File: config.mk
export PLATFORM = sky130hd
export DESIGN_NAME = gate_share_arbiter
export DESIGN_NICKNAME = d
export VERILOG_FILES = /design/src/rtl/gate_share_pkg.sv /design/src/rtl/gate_share_rr_pick.sv /design/src/rtl/gate_share_arbiter.sv
export SDC_FILE = /design/constraint.sdc
export NUM_CORES = 1
export LEC_CHECK = 0
export ABC_AREA = 1
export BUFFER_PORTS_ARGS = -buffer_cell sky130_fd_sc_hd__buf_2
export CAP_MARGIN = 20
export CORE_MARGIN = 10
export CORE_UTILIZATION = 30
export CTS_BUF_LIST = sky130_fd_sc_hd__clkbuf_4
export DETAILED_ROUTE_END_ITERATION = 6
export HOLD_SLACK_MARGIN = 0.1
export SLEW_MARGIN = 40
export SYNTH_ARGS = -nofsm -noshare
export SYNTH_HDL_FRONTEND = slang
export SYNTH_SLANG_ARGS = --single-unit
File: constraint.sdc
create_clock -name clk -period 5.5 [get_ports clk]
set_clock_uncertainty 0.15 [all_clocks]
set_input_delay 0.275 -clock clk [delete_from_list [all_inputs] [get_ports clk]]
set_output_delay 0.275 -clock clk [all_outputs]
set_load 0.02 [all_outputs]
File: src/rtl/gate_share_pkg.sv
// Shared types for the gate_share_arbiter slice: opcode and FSM state encodings.
package gate_share_pkg;

   localparam int OP_W = 2;

   typedef enum logic [OP_W-1:0] {
      OP_NOR  = 2'b00,
      OP_NAND = 2'b01,
      OP_XOR  = 2'b10,
      OP_AND  = 2'b11
   } op_e;

   typedef enum logic [1:0] {
      ST_IDLE = 2'b00,
      ST_EXEC = 2'b01,
      ST_RESP = 2'b10
   } state_e;

endpackage

File: src/rtl/gate_share_rr_pick.sv
// Combinational round-robin picker: first valid requester after last_grant, wrapping.
module gate_share_rr_pick #(
   parameter int NUM_REQ = 4,
   parameter int IDW     = 2
) (
   input  logic [NUM_REQ-1:0] req_valid_i,
   input  logic [IDW-1:0]     last_grant_i,
   output logic [NUM_REQ-1:0] grant_o,
   output logic [IDW-1:0]     idx_o,
   output logic               any_o
);

   logic [IDW:0]   cand_s;
   logic [IDW-1:0] cand_idx_s;

   // Walk the ring starting one past the last winner; the first hit is latched.
   always_comb begin
      grant_o    = '0;
      idx_o      = '0;
      any_o      = 1'b0;
      cand_s     = '0;
      cand_idx_s = '0;
      for (int i = 1; i <= NUM_REQ; i++) begin
         cand_s = {1'b0, last_grant_i} + (IDW+1)'(i);
         if (cand_s >= (IDW+1)'(NUM_REQ)) begin
            cand_s = cand_s - (IDW+1)'(NUM_REQ);
         end else begin
            cand_s = cand_s;
         end
         cand_idx_s = cand_s[IDW-1:0];
         if (!any_o && req_valid_i[cand_idx_s]) begin
            any_o               = 1'b1;
            idx_o               = cand_idx_s;
            grant_o[cand_idx_s] = 1'b1;
         end else begin
            any_o = any_o;
         end
      end
   end

endmodule

File: src/rtl/gate_share_arbiter.sv
// Round-robin time-shared NOR/NAND/XOR/AND unit with tagged valid/ready response.
// Optional: define GATE_SHARE_OPCNT_EN to add a saturating 16-bit op_count output.
module gate_share_arbiter
   import gate_share_pkg::*;
#(
   parameter int NUM_REQ = 4,
   parameter int WIDTH   = 8
) (
   input  logic                       clk,
   input  logic                       rst_n,
   input  logic [NUM_REQ-1:0]         req_valid,
   input  logic [NUM_REQ*WIDTH-1:0]   req_a,
   input  logic [NUM_REQ*WIDTH-1:0]   req_b,
   input  logic [NUM_REQ*OP_W-1:0]    req_op,
   output logic [NUM_REQ-1:0]         req_ready,
   output logic                       rsp_valid,
   output logic [$clog2(NUM_REQ)-1:0] rsp_id,
   output logic [WIDTH-1:0]           rsp_data,
   input  logic                       rsp_ready
`ifdef GATE_SHARE_OPCNT_EN
   ,
   output logic [15:0]                op_count
`endif
);

   localparam int IDW = $clog2(NUM_REQ);

   function automatic logic [WIDTH-1:0] gate_eval(input op_e op,
                                                  input logic [WIDTH-1:0] a,
                                                  input logic [WIDTH-1:0] b);
      logic [WIDTH-1:0] r;
      case (op)
         OP_NOR:  r = ~(a | b);
         OP_NAND: r = ~(a & b);
         OP_XOR:  r = a ^ b;
         OP_AND:  r = a & b;
         default: r = '0;
      endcase
      return r;
   endfunction

   state_e             state_q;
   logic [WIDTH-1:0]   a_q, b_q, rsp_data_q;
   op_e                op_q;
   logic [IDW-1:0]     id_q, last_grant_q, rsp_id_q;
   logic               rsp_valid_q;

   logic [NUM_REQ-1:0] pick_gnt_s;
   logic [IDW-1:0]     pick_idx_s;
   logic               pick_any_s;
   logic               accept_s;
   logic [WIDTH-1:0]   sel_a_s, sel_b_s;
   op_e                sel_op_s;

   gate_share_rr_pick #(
      .NUM_REQ (NUM_REQ),
      .IDW     (IDW)
   ) u_pick (
      .req_valid_i  (req_valid),
      .last_grant_i (last_grant_q),
      .grant_o      (pick_gnt_s),
      .idx_o        (pick_idx_s),
      .any_o        (pick_any_s)
   );

   // Ready only reaches the winner while idle and out of reset.
   always_comb begin
      req_ready = '0;
      if (rst_n && (state_q == ST_IDLE) && pick_any_s) begin
         req_ready = pick_gnt_s;
      end else begin
         req_ready = '0;
      end
   end

   // Winner's operands, muxed out of the packed request buses.
   always_comb begin
      sel_a_s  = req_a[pick_idx_s*WIDTH +: WIDTH];
      sel_b_s  = req_b[pick_idx_s*WIDTH +: WIDTH];
      sel_op_s = op_e'(req_op[pick_idx_s*OP_W +: OP_W]);
      accept_s = |(req_valid & req_ready);
   end

   // Control FSM with registered response outputs.
   always_ff @(posedge clk or negedge rst_n) begin
      if (!rst_n) begin
         state_q      <= ST_IDLE;
         a_q          <= '0;
         b_q          <= '0;
         op_q         <= OP_NOR;
         id_q         <= '0;
         last_grant_q <= IDW'(NUM_REQ-1);
         rsp_valid_q  <= 1'b0;
         rsp_data_q   <= '0;
         rsp_id_q     <= '0;
      end else begin
         case (state_q)
            ST_IDLE: begin
               if (accept_s) begin
                  a_q          <= sel_a_s;
                  b_q          <= sel_b_s;
                  op_q         <= sel_op_s;
                  id_q         <= pick_idx_s;
                  last_grant_q <= pick_idx_s;
                  state_q      <= ST_EXEC;
               end else begin
                  state_q      <= ST_IDLE;
               end
            end
            ST_EXEC: begin
               rsp_data_q  <= gate_eval(op_q, a_q, b_q);
               rsp_id_q    <= id_q;
               rsp_valid_q <= 1'b1;
               state_q     <= ST_RESP;
            end
            ST_RESP: begin
               if (rsp_ready) begin
                  rsp_valid_q <= 1'b0;
                  state_q     <= ST_IDLE;
               end else begin
                  state_q     <= ST_RESP;
               end
            end
            default: begin
               rsp_valid_q <= 1'b0;
               state_q     <= ST_IDLE;
            end
         endcase
      end
   end

   assign rsp_valid = rsp_valid_q;
   assign rsp_id    = rsp_id_q;
   assign rsp_data  = rsp_data_q;

`ifdef GATE_SHARE_OPCNT_EN
   logic [15:0] op_count_q, op_count_d;

   // Count completed response handshakes, saturating at all-ones.
   always_comb begin
      op_count_d = op_count_q;
      if (rsp_valid_q && rsp_ready && (op_count_q != 16'hFFFF)) begin
         op_count_d = op_count_q + 16'd1;
      end else begin
         op_count_d = op_count_q;
      end
   end

   // Operation counter register.
   always_ff @(posedge clk or negedge rst_n) begin
      if (!rst_n) begin
         op_count_q <= 16'd0;
      end else begin
         op_count_q <= op_count_d;
      end
   end

   assign op_count = op_count_q;
`endif

endmodule

==> flow_metrics.py <==
metrics = {
    "placement": {
        "gp_congestion": 0.8671,
        "dp_hpwl_um": 7473,
        "pre_cts_ws_ps": 2107,
        "io_buffers": 93,
    },
    "synth": {
        "synth_area_sq_mm": 0.003326,
        "ys_ff_latch": 35,
        "postSynthAreaPerCell_sq_um": 6.929,
        "yosys_most_used_dff": "dfrtp_1",
        "syn_nets": 583,
        "synthCells": 480,
        "yosysWarnings": 0,
        "yosysSeqAreaShare_pct": 26.41,
        "synth_cell_type_count": 35,
        "async_flop_share_pct": 100.0,
        "synth-edff-count": 0,
    },
    "global_routing": {
        "grt_pass1_wl_um": 16170,
        "grt_pass1_vias": 3381,
        "grtUsageTotal_pct": 11.88,
        "grt-ovfl-total": 0,
        "antenna_found_initial": 0,
        "grt_max_degree": 38,
    },
    "clock_network": {
        "cts_tree": "built",
        "clk_pin_slew_ps": 110,
        "cts_root_buf": "clkbuf_4",
        "insertion_delay_ps": 360,
        "postCtsSetupBuffers": 0,
        "ctsResizeCount": 0,
        "hold_buffers": 2,
        "cts.path.max_buffers": 2,
        "cts_sinks": 35,
        "cts_buffers": 5,
        "htree_levels": 2,
    },
    "pwr": {
        "ir_drop_v": 0.0002561,
        "seqPwrFrac_pct": 19.9,
        "internal_power_mw": 1.097,
        "power_per_cell_area_mw_per_mm2": 656.3,
        "leakage_nw": 2.211,
        "power_frac_clock_pct": 6.0,
        "switching_power_mw": 1.483,
        "power_frac_comb_pct": 74.1,
        "swShare_pct": 57.46,
    },
    "die": {
        "start_util_pct": 30.68,
        "die_area_sq_mm": 0.01570,
        "ioPinCount": 94,
        "row_count": 38,
        "die_w_um": 125.3,
        "fp.dieH_um": 125.3,
        "coreArea_sq_mm": 0.01084,
    },
    "worst_setup_path": {
        "arrival_ps": 3560,
        "worst-path-max-fanout": 23,
        "start_kind": "register",
        "crit_path_end_kind": "register",
        "critical_path_required_ps": 5650,
        "path_class": "reg -> reg",
    },
    "run": {
        "drv_cap": 0,
    },
    "timing": {
        "slew_viol_final": 0,
        "setup_ws_ps": 2086,
        "min_period_ps": 3414,
        "slew_headroom_pct": 53.83,
        "fin_crit_sh_pct": 62.07,
        "tns_ps": 0,
        "hold_violations": 0,
        "rsz0062_at_grt": "false",
        "tightest_slew_ps": 690.9,
        "setup_violations": 0,
        "fmax_mhz": 292.9,
    },
    "layout": {
        "drive_gt1_share_pct": 23.27,
        "final_core_util_pct": 36.27,
        "final_nets": 665,
        "diodes": 0,
        "fillCellCount": 1175,
        "layout-area-overhead-vs-synth_pct": 18.21,
    },
    "routing": {
        "ant_nets": 0,
        "dr.pass1.iters": 4,
        "vias": 3266,
        "wire_per_inst_um": 13.26,
        "drtIter0Drc": 254,
        "drc": 0,
        "viasPerCell": 4.646,
        "drt_wl_total_um": 9324,
    },
    "status": {
        "status": "completed",
    },
    "hold_path": {
        "hp-class": "in -> reg",
    },
}
-- per-stage QoR --
step / hold slack [ps] / cells / total power [mW] / cell area (sq um)
3_3_place_gp: 238.2 / 692 / 2.383 / 3834
4_1_cts: 182.0 / 703 / 2.609 / 3929
5_1_grt: 214.8 / 703 / 2.919 / 3931
3_5_place_dp: 260.8 / 693 / 2.442 / 3849
2_1_floorplan: -170.6 / 480 / 2.049 / 3326
6_report: 195.6 / 703 / 2.580 / 3931
-- routing by layer --
metal  vias up  global-route usage [%]  wire [um]
li1       1712                       -          -
met1      1438                   16.36       4765
met2       100                   17.31       3799
met3        16                   3.211        571
met4         0                   4.201        188
met5         -                       0          0
-- power groups by stage --
| stage | sequential, mW | clock [mW] | combinational [mW] |
|---|---|---|---|
| 2_1_floorplan | 0.505 | 0 | 1.54 |
| 3_3_place_gp | 0.515 | 0 | 1.87 |
| 3_5_place_dp | 0.518 | 0 | 1.92 |
| 4_1_cts | 0.513 | 0.163 | 1.93 |
| 5_1_grt | 0.532 | 0.172 | 2.21 |
| 6_report | 0.513 | 0.156 | 1.91 |
-- critical path, stage by stage, from the launching register on --
cell and delay (ps):
dfstp_2 730, inv_6 100, ha_1 390, inv_1 120, nand3_2 130, nand2_4 150
nor2_2 90, a21oi_1 150, nand3_1 120, nand3_1 80, nand2_1 380, nor2_4 560
nand2_1 110, nand2_1 80
-- cell type report --
type,instances,area (sq um),share of cell area (%)
tap,140,175.2,4.456
inverter,80,305.3,7.766
timing repair buffer,96,503.0,12.79
clock buffer,8,60.06,1.528
sequential,35,878.3,22.34
multi-input combinational,344,2009,51.11
-- worst paths after layout --
kind                                         to            start  depth (start not counted)  slack, ps
worst max-delay path                     b_q[4]  last_grant_q[0]                         13       2090
worst min-delay path                     a_q[3]        req_a[19]                          7        200
worst max register to register           b_q[4]  last_grant_q[0]                         13       2090
worst min register to register      rsp_data[4]      rsp_data[4]                          2        340
max in group asynchronous       last_grant_q[1]            rst_n                          2       4590
min in group asynchronous             rsp_valid            rst_n                          2        250
-- sequential cells by signal, summed over array words and instances, names as in the netlist --
| register | cells |
|---|---|
| a_q | 8 |
| b_q | 8 |
| rsp_data | 8 |
| id_q | 2 |
| last_grant_q | 2 |
| op_q | 2 |
| rsp_id | 2 |
| state_q | 2 |
| rsp_valid | 1 |
-- cells in the mapped netlist, types with 4 or more instances --
| library cell | n | share of area (%) |
|---|---|---|
| nand2_1 | 138 | 16 |
| inv_1 | 75 | 8.5 |
| nand3_1 | 57 | 8.6 |
| nand3b_1 | 37 | 8.4 |
| dfrtp_1 | 33 | 25 |
| ha_1 | 24 | 9.0 |
| o21ai_1 | 21 | 3.2 |
| o21ai_0 | 19 | 2.9 |
| buf_2 | 12 | 1.8 |
| a221oi_1 | 8 | 2.1 |
| nand2_4 | 5 | 1.7 |
| nand4_1 | 5 | 0.94 |
| nor2_1 | 5 | 0.56 |
| buf_4 | 4 | 0.90 |
-- cells in the final DEF (no fill, tap or decap), types with 3 or more instances in the layout --
cell type,synthesis,final
dfrtp_1,33,33
clkbuf_4,0,8
nand3b_1,37,37
nand3_1,57,57
o21ai_4,3,3
buf_2,12,92
ha_1,24,24
nand2_1,138,138
nand3_2,3,3
inv_2,3,3
nand4_1,5,5
nand2_2,3,3
o21ai_1,21,21
a221oi_1,8,8
nor2_1,5,5
nand2_4,5,5
o21ai_0,19,19
inv_1,75,75
-- cells by family after synthesis --
| family | Yosys count | synth area share (%) |
|---|---|---|
| AOI/OAI and AO/OA | 58 | 11.29 |
| adders and majority gates | 24 | 9.029 |
| buffers and inverters | 101 | 13.17 |
| DFF | 35 | 26.41 |
| muxes | 2 | 0.6772 |
| and+or+nand+nor | 260 | 39.43 |
Note: power is estimated with default switching activity, not from simulation.
